**config.mk**
```make
export PLATFORM = sky130hd
export DESIGN_NAME = alu_result_unloader
export DESIGN_NICKNAME = d
export VERILOG_FILES = /design/src/rtl/alu_result_unloader.sv
export SDC_FILE = /design/constraint.sdc
export NUM_CORES = 1
export LEC_CHECK = 0
export CORE_UTILIZATION = 48
export DETAILED_ROUTE_END_ITERATION = 16
export MAX_ROUTING_LAYER = met4
export PLACE_DENSITY_LB_ADDON = 0.3
export SETUP_SLACK_MARGIN = 0.05
export SLEW_MARGIN = 0
export SYNTH_ARGS = -nofsm -noshare
export SYNTH_HDL_FRONTEND = slang
export SYNTH_SLANG_ARGS = --single-unit
```
**constraint.sdc**
```tcl
create_clock -name clk -period 2.2 [get_ports clk]
set_input_delay 0.22 -clock clk [delete_from_list [all_inputs] [get_ports clk]]
set_output_delay 0.22 -clock clk [all_outputs]
set_load 0.05 [all_outputs]
```
**src/rtl/alu_result_unloader.sv**
```systemverilog
// alu_result_unloader: captures the adder result and carry, then streams them out LSB-first byte by byte
module alu_result_unloader #(
  parameter int DATA_W = 32,
  parameter int BYTE_W = 8,
  parameter bit SEND_FLAGS = 1
) (
  input  logic              clk,
  input  logic              rst,
  input  logic              load,
  input  logic [DATA_W-1:0] result,
  input  logic              carry,
  output logic [BYTE_W-1:0] out_data,
  output logic              out_valid,
  input  logic              out_ready,
  output logic              out_last,
  output logic              busy,
  output logic              done
);
  localparam int NB = DATA_W / BYTE_W;
  localparam int N  = NB + int'(SEND_FLAGS);
  localparam int IW = NB > 1 ? $clog2(NB) : 1;
  typedef enum logic [1:0] {IDLE, SEND, FLAG} state_t;
  state_t state, state_n;
  logic [DATA_W-1:0] shreg, shreg_n, shifted;
  logic [IW-1:0] idx, idx_n;
  logic [BYTE_W-1:0] out_data_n;
  logic flag, flag_n, out_valid_n, out_last_n, busy_n, done_n, xfer;
  assign xfer = out_valid && out_ready;
  assign shifted = shreg >> BYTE_W;
  // next-state and next-output selection; every output is registered below
  always_comb begin
    state_n = state;
    shreg_n = shreg;
    flag_n = flag;
    idx_n = idx;
    out_data_n = out_data;
    out_valid_n = out_valid;
    out_last_n = out_last;
    busy_n = busy;
    done_n = 1'b0;
    case (state)
      IDLE: if (load) begin
        shreg_n = result;
        flag_n = carry;
        idx_n = '0;
        out_data_n = result[BYTE_W-1:0];
        out_valid_n = 1'b1;
        out_last_n = (N == 1);
        busy_n = 1'b1;
        state_n = SEND;
      end
      SEND: if (xfer) begin
        if (idx != IW'(NB - 1)) begin
          shreg_n = shifted;
          idx_n = idx + 1'b1;
          out_data_n = shifted[BYTE_W-1:0];
          out_last_n = (idx_n == IW'(NB - 1)) && !SEND_FLAGS;
        end else if (SEND_FLAGS) begin
          out_data_n = BYTE_W'(flag);
          out_last_n = 1'b1;
          state_n = FLAG;
        end else begin
          out_valid_n = 1'b0;
          out_last_n = 1'b0;
          busy_n = 1'b0;
          done_n = 1'b1;
          state_n = IDLE;
        end
      end
      FLAG: if (xfer) begin
        out_valid_n = 1'b0;
        out_last_n = 1'b0;
        busy_n = 1'b0;
        done_n = 1'b1;
        state_n = IDLE;
      end
      default: state_n = IDLE;
    endcase
  end
  // state and output registers with synchronous reset abandoning any frame in flight
  always_ff @(posedge clk) begin
    if (rst) begin
      state <= IDLE;
      shreg <= '0;
      flag <= 1'b0;
      idx <= '0;
      out_data <= '0;
      out_valid <= 1'b0;
      out_last <= 1'b0;
      busy <= 1'b0;
      done <= 1'b0;
    end else begin
      state <= state_n;
      shreg <= shreg_n;
      flag <= flag_n;
      idx <= idx_n;
      out_data <= out_data_n;
      out_valid <= out_valid_n;
      out_last <= out_last_n;
      busy <= busy_n;
      done <= done_n;
    end
  end
endmodule

```
======== After elaboration in Yosys (flattened, before gate mapping) ========
Cells that the tools add are included.
storage, ports and cells
  register bits ........................... 48
  input port bits ......................... 37
  output and inout bits ................... 12
  logic and storage cells ................. 55
operators by class
  $add $sub $neg .......................... 1
  equality and inequality tests ........... 8
  multiplexer cells ....................... 25
  bitwise logic cells ..................... 1
  reduce and logical (&&, ||, !) cells .... 12
operator list
  kind                                                                   number
  32-bit 2-to-1 mux                                                      3
  32-bit case mux with 2 select lines                                    1
  8-bit 2-to-1 mux                                                       3
  8-bit case mux with 2 select lines                                     1
  2-bit 2-to-1 mux                                                       7
  2-bit inequality test, second input constant                           6
  4-bit AND reduction                                                    3
  1-bit 2-to-1 mux                                                       6
  2-bit case mux with 3 select lines                                     1
  3-bit AND reduction                                                    2
  2-bit case mux with 2 select lines                                     1
  2-bit nonzero test                                                     2
  1-bit case mux with 3 select lines                                     1
  3-bit nonzero test                                                     1
  2-bit by 1-bit adder with 2-bit output, second input constant          1
  2-bit by 1-bit equality test with 1-bit output, second input constant  1
  2-bit equality test, second input constant                             1
  2-bit zero test                                                        1
  1-bit case mux with 2 select lines                                     1
  2-bit AND reduction                                                    1
  2-bit OR reduction                                                     1
  1-bit logical AND                                                      1
  1-bit inverter                                                         1

======== Logic depth before layout (Yosys ltp) ========
Gate-level depths: netlist of the first run.
  depth after elaboration ................. 4
  gate-level depth with buffers ........... 7
  depth with buffers taken out ............ 5

======== Least setup slack after synthesis of the first run ========
No wires, ideal clock.
  kind .................................... register -> register
  start point ............................. reg busy (netlist name)
  end point ............................... reg out_data[7]
  setup time .............................. 0.087 ns
  arrival time ............................ 1.632 ns
  data required time ...................... 2.113 ns
  setup slack ............................. 0.481 ns
  stages on the path, launching flop included .. 6
  path buffers ............................ 1
  period minus slack after synthesis ...... 1.719 ns
  path through ............................ dfxtp_1 -> nand2_1 -> o22ai_4 -> buf_6 -> nor2_1 -> a211oi_1
RTL lines
  what                  RTL line  RTL
  end signal, assigned  97        out_data <= out_data_n;
  end, declared         12        output logic [BYTE_W-1:0] out_data,

======== Worst setup path after layout of the first run ========
  start point ............................. reg busy
  end point ............................... out busy
RTL lines
  what                    RTL line  RTL
  start, declared         16        output logic busy,
  start signal, assigned  100       busy <= busy_n;
No word-level cell between the ends.

==> metrics.md, run 1 <==
| Metric | Value |
|---|---|
| Slew HR | 44.0% |
| PD cells | 736 mW/mm² |
| CP delay by family, top | buffers and inverters |
| Setup WS pre-CTS | 0.313 ns |
| First-pass GRT wire length | 6.30 mm |
| CP Capture Type | output pin |
| Largest stage delay, worst path | 0.85 ns |
| Post-synth top area share | 42.0% |
| Remaining antenna violation count | 0 |
| GRT overflow | 0 |
| Post-synth EDFFs | 0 |
| Final Hold Vio Count | 0 |
| Antenna fix cells | 0 |
| Site row count | 22 |
| Die area | 0.00423 mm² |
| Layout cell share with drive strength beyond 1 | 15.4% |
| Die W | 65.1 µm |
| Setup TNS | 0 ns |
| DRT Wirelength | 3.63 mm |
| Setup ws final | 0.386 ns |
| Sequential share of the synthesized area | 42.0% |
| Pin slew with the least headroom to its limit | 0.840 ns |
| YS warnings | 0 |
| # port buffers | 48 |
| Initial antenna violation count | 0 |
| Post-CTS sizing | 0 |
| Vias per cell | 5.20 |
| Number of remaining DRC errors | 0 |
| Dominant cell type by area after synthesis | dfxtp_1 |
| Setup crit start kind | flop |
| Routed WL per cell | 12.6 µm |
| Worst Skew | 0.0137 ns |
| Vias in the first global route | 1390 |
| Post-route clock period utilization | 82.5% |
| Pwr Total | 0.00184 W |
| Cell count after synthesis | 198 |
| Final Max Tran Viols | 0 |
| Critical Path RT | 1.98 ns |
| Sink Count | 40 |
| CP max FO | 8 |
| Lkg Pwr | 0.959 nW |
| Post-route cell area | 0.00249 mm² |
| Placed cell area | 0.00237 mm² |
| Post-synth top flop | dfxtp_1 |
| Syn_area_per_cell | 9.64 µm² |
| GRT Resource Usage Total | 20.0% |
| Final #Nets | 278 |
| Clk_lat worst skew | 0.29 ns |
| CTS buffer count | 5 |
| Mapped cell area | 0.00191 mm² |
| Hold crit path type | flop to flop |
| Flops & latches, synth | 40 |
| Final setup violation count | 0 |
| Area growth, synth to finish | 30.7% |
| Crit path DAT | 1.59 ns |
| Cells along the critical path | clkdlybuf4s50_1 |
| Worst-path clk slew | 0.07 ns |
| Mapped Nets | 236 |
| Peak supply drop | 0.433 mV |
| Max Fclk | 551 MHz |
| Post-synth top cells | dfxtp_1, nor2_1, a21oi_1 |
| Fill count | 326 |
| Num ports | 49 |
| Root Driver | clkbuf_8 |
| Initial drt markers | 45 |
| RSZ-0062 raised after global routing | no |
| Synth area leaders | dfxtp_1, a211oi_2, mux2i_1 |
| Status | complete, no violations |
| Largest buffer count on any clock path | 2 |
| Post-CTS Setup Bufs | 0 |
| CTS Hold Buffers Added | 0 |
| Post-DP HPWL | 2.55 mm |
| Pin count of the biggest net entering global routing | 41 |
| CTS tree | yes |
| FFs w/ async S/R, synth | 0% |
| Core footprint | 0.00374 mm² |
| Post-synth cell types | 31 |
| Min cycle time layout | 1.81 ns |
| Most numerous cell in the Yosys netlist | dfxtp_1 |
| Die height | 65.1 µm |
| Gpl congestion | 0.736 |
| Drt first pass iters | 4 |
| Via count | 1502 |
| Worst path slowest cell | clkdlybuf4s50_1 |
| H-tree depth | 2 |
| Max-Cap Viols | 0 |
| Critical path type | flop to output pin |
| CP Buf/Inv Count | 1 |
| Initial Utilization | 51.0% |
| Final hold slack | 0.454 ns |
[worst paths after layout]
kind	start	endpoint	slack, ns	depth (start not counted)
hold reg to reg	shreg[25]	shreg[25]	0.45	2
setup reg to reg	idx[0]	idx[1]	0.44	6
hold / removal	shreg[25]	shreg[25]	0.45	2
setup / recovery	busy	busy	0.39	1
[state kept, by name (all words and copies together) (netlist names)]
name	cells
busy	1
done	1
flag	1
idx	2
out_data	8
out_last	1
shreg	24
state	2
[per-stage QoR]
step | cells | utilization, %
6_report | 289 | 66.6
4_1_cts | 289 | 66.6
3_5_place_dp | 281 | 63.2
5_1_grt | 289 | 66.6
3_3_place_gp | 281 | 63.2
2_1_floorplan | 198 | -
[where the power goes]
group	total, W	leakage, nW	internal (W)	switching, W
combinational	0.000381	0.565	0.000179	0.000203
sequential	0.000811	0.329	0.000778	0.0000330
clock	0.000644	0.0645	0.000400	0.000244
total	0.00184	0.959	0.00136	0.000480
[routing by layer]
layer,track usage (%),vias to the layer above,part of all wire [%]
met5,-,-,0
met4,5.98,0,0.83
met3,5.28,5,5.3
met2,29.9,43,46
met1,26.3,667,48
li1,-,787,-
[kinds of logic after synthesis]
logic type	Yosys count	synth area share [%]
muxes	20	10.6
and+or+nand+nor	66	17.3
buffers and inverters	20	7.34
DFF	40	42.0
AOI/OAI and AO/OA	51	22.1
adders and majority gates	1	0.656
[cells in the final DEF, fill, tap and decap left out, types with 2 or more instances in the layout]
cell             synthesis  final
clkdlybuf4s50_1          0     47
dfxtp_1                 40     40
nor2_1                  29     29
a21oi_1                 21     21
mux2i_1                 18     18
a211oi_2                15     15
nand2_1                 12     12
a211oi_1                 8      8
nand3_1                  8      8
nor3b_1                  7      7
clkbuf_8                 0      7
buf_4                    4      5
o21ai_0                  2      2
mux2_2                   2      2
[final cells by class]
class                   count  area [µm²]  area share [%]
clock inverters             1        30.0            1.20
inverters                   1        3.75           0.151
multi-input cells         138         970            38.9
clock buffers               7        96.3            3.86
flip-flops and latches     40         801            32.1
well taps                  48        60.1            2.41
repair buffers             54         533            21.4
(Power assumes the default switching activity.)
==> run 2, diff against run 1 <==
==> constraint.sdc (replaced) <==
create_clock -name clk -period 1.9 [get_ports clk]
set_input_delay 0.19 -clock clk [delete_from_list [all_inputs] [get_ports clk]]
set_output_delay 0.19 -clock clk [all_outputs]
set_load 0.05 [all_outputs]
==> run 2 against run 1 <==
  * Non-clock buffer count up 1
  * Via count increased by 0.87%
  * First-iteration DRC count grew 6.7%
  * Power rose by 12%
  * Clock skew fell by 0.0069 ns
  * Worst setup slack got worse by 0.16 ns
  * Die area is the same
  * Critical endpoint is now idx[0]
  * Largest power group unchanged
==> metrics.md, run 2 (synthesis results as in run 1) <==
| Metric | Value |
|---|---|
| Remaining antenna violation count | 0 (unchanged) |
| Max Fclk | 599 MHz |
| Pin count of the biggest net entering global routing | 43 (was 41) |
| Vias per cell | 5.22 (was 5.20) |
| Hold crit path type | input port to flop (was flop to flop) |
| Final Max Tran Viols | 0 (unchanged) |
| Vias in the first global route | 1445 (was 1390) |
| Final Hold Vio Count | 0 (unchanged) |
| Final setup violation count | 0 (unchanged) |
| Commonest non-fill, non-tap cells in the layout | clkdlybuf4s50_1, dfxtp_1, nor2_1 (unchanged) |
| First-pass GRT wire length | 6.22 mm (was 6.30 mm) |
| R2R cell count | 6 (unchanged) |
| Drt first pass iters | 4 (unchanged) |
| Initial drt markers | 48 (was 45) |
| Max reg flops | 24 (unchanged) |
| Area growth, synth to finish | 30.4% (was 30.7%) |
| RSZ-0062 raised after global routing | no (unchanged) |
| Hold path start | rst (was shreg[25]) |
| Reg-to-reg critical path startpoint | idx[0] (unchanged) |
| Initial antenna violation count | 0 (unchanged) |
| Post-route clock period utilization | 87.9% |
| Placed Cells | 282 (was 281) |
| Peak supply drop | 0.582 mV (was 0.433 mV) |
| Final #Nets | 279 (was 278) |
| Die W | 65.1 µm (unchanged) |
| Biggest register | shreg (unchanged) |
| Lkg Pwr | 0.979 nW (was 0.959 nW) |
| Gpl congestion | 0.750 (was 0.736) |
| CP max FO | 42 (was 8) |
| Initial Utilization | 51.0% (unchanged) |
| Site row count | 22 (unchanged) |
| Setup crit start kind | flop (unchanged) |
| Slew HR | 66.2% (was 44.0%) |
| Sink Count | 40 (unchanged) |
| Fin util | 66.4% (was 66.6%) |
| Routed WL per cell | 12.4 µm (was 12.6 µm) |
| Critical Path RT | 2.09 ns (was 1.98 ns) |
| H-tree depth | 2 (unchanged) |
| Status | complete, no violations (unchanged) |
| Die height | 65.1 µm (unchanged) |
| Largest buffer count on any clock path | 2 (unchanged) |
| Crit Reg-Reg Endpoint | idx[0] (was idx[1]) |
| Core footprint | 0.00374 mm² (unchanged) |
| Max-Cap Viols | 0 (unchanged) |
| DRT Wirelength | 3.60 mm (was 3.63 mm) |
| CTS buffer count | 5 (unchanged) |
| Die area | 0.00423 mm² (unchanged) |
| Sink of the worst hold path | out_data[0] (was shreg[25]) |
| Worst-path clk slew | 0.08 ns (was 0.07 ns) |
| Placed cell area | 0.00237 mm² (about the same) |
| Setup slack on the worst flop-to-flop path | 0.23 ns (was 0.44 ns) |
| Number of remaining DRC errors | 0 (unchanged) |
| Root Driver | clkbuf_8 (unchanged) |
| Num ports | 49 (unchanged) |
| Largest regs | shreg (24), out_data (8) (unchanged) |
| Via count | 1515 (was 1502) |
| Post-route cell area | 0.00249 mm² (about the same) |
| Setup TNS | 0 ns (unchanged) |
| GRT Resource Usage Total | 19.7% (was 20.0%) |
| Crit path DAT | 1.86 ns (was 1.59 ns) |
| Layout cell share with drive strength beyond 1 | 15.3% (was 15.4%) |
| Min cycle time layout | 1.67 ns |
| Worst hold path depth | 2 (unchanged) |
| CTS tree | yes (unchanged) |
| Pin slew with the least headroom to its limit | 0.506 ns (was 0.840 ns) |
| Antenna fix cells | 0 (unchanged) |
| Critical path type | flop to flop (was flop to output pin) |
| CTS Hold Buffers Added | 0 (unchanged) |
| Commonest non-fill, non-tap cell in the layout | clkdlybuf4s50_1 (unchanged) |
| CP Capture Type | flop (was output pin) |
| GRT overflow | 0 (unchanged) |
| Post-route insts no fill | 290 (was 289) |
| # port buffers | 48 (unchanged) |
| Clk_lat worst skew | 0.29 ns (about the same) |
| Post-DP HPWL | 2.52 mm (was 2.55 mm) |
| PD cells | 827 mW/mm² (was 736 mW/mm²) |
| Worst Skew | 0.00678 ns (was 0.0137 ns) |
==> run 2: worst max path at each step <==
stage                     startpoint          end  slack (ns)  depth (start not counted)
after detailed placement   out_ready  out_data[0]        0.17                          5
after CTS                       busy    out_valid         0.1                          1
after global routing          idx[0]    shreg[23]        0.11                          6
after global placement     out_ready  out_data[0]        0.19                          5
after floorplan                 busy  out_data[7]        0.18                          5
final                         idx[0]       idx[0]        0.23                          6
==> run 2: stage by stage <==
step           total power, W  worst slack [ns]  hold slack, ns
2_1_floorplan         0.00127             0.181           0.326
3_3_place_gp          0.00139             0.188           0.438
3_5_place_dp          0.00140             0.168           0.445
4_1_cts               0.00208            0.0987           0.315
5_1_grt               0.00216             0.110           0.347
6_report              0.00206             0.231           0.314
==> run 2: cell type report <==
cell class | count | area, µm²
timing repair buffer | 55 | 546
clock buffer | 6 | 72.6
tap | 48 | 60.1
multi-input combinational | 138 | 970
sequential | 40 | 801
fill | 331 | 1260
inverter | 1 | 3.75
clock inverter | 2 | 35.0
==> run 2: routing by layer <==
layer | vias to the layer above | share of wire [%] | global-route usage [%]
met5 | - | 0 | -
met4 | 0 | 1.9 | 8.97
met3 | 8 | 3.7 | 4.23
met2 | 31 | 44 | 29.9
met1 | 684 | 51 | 25.1
li1 | 792 | - | -
==> run 2: what timing repair did <==
| item | in CTS | in global routing |
|---|---|---|
| gates resized for setup | 0 | 2 |
| hold endpoints to repair | 0 | 0 |
| buffers inserted | 0 | 0 |
| setup endpoints to repair | 0 | 2 |
==> run 2: power by group <==
part           switching [W]  internal [W]  total, W
Combinational       0.000236      0.000207  0.000443
Clock               0.000290      0.000390  0.000679
Sequential         0.0000360      0.000900  0.000936
==> run 2: critical path: stages (launching register included) <==
cell and delay [ns]:
dfxtp_1 0.33, ha_1 0.27, nand4b_2 0.27, a21oi_4 0.20
buf_12 0.24, mux2i_1 0.21, nor2_1 0.05
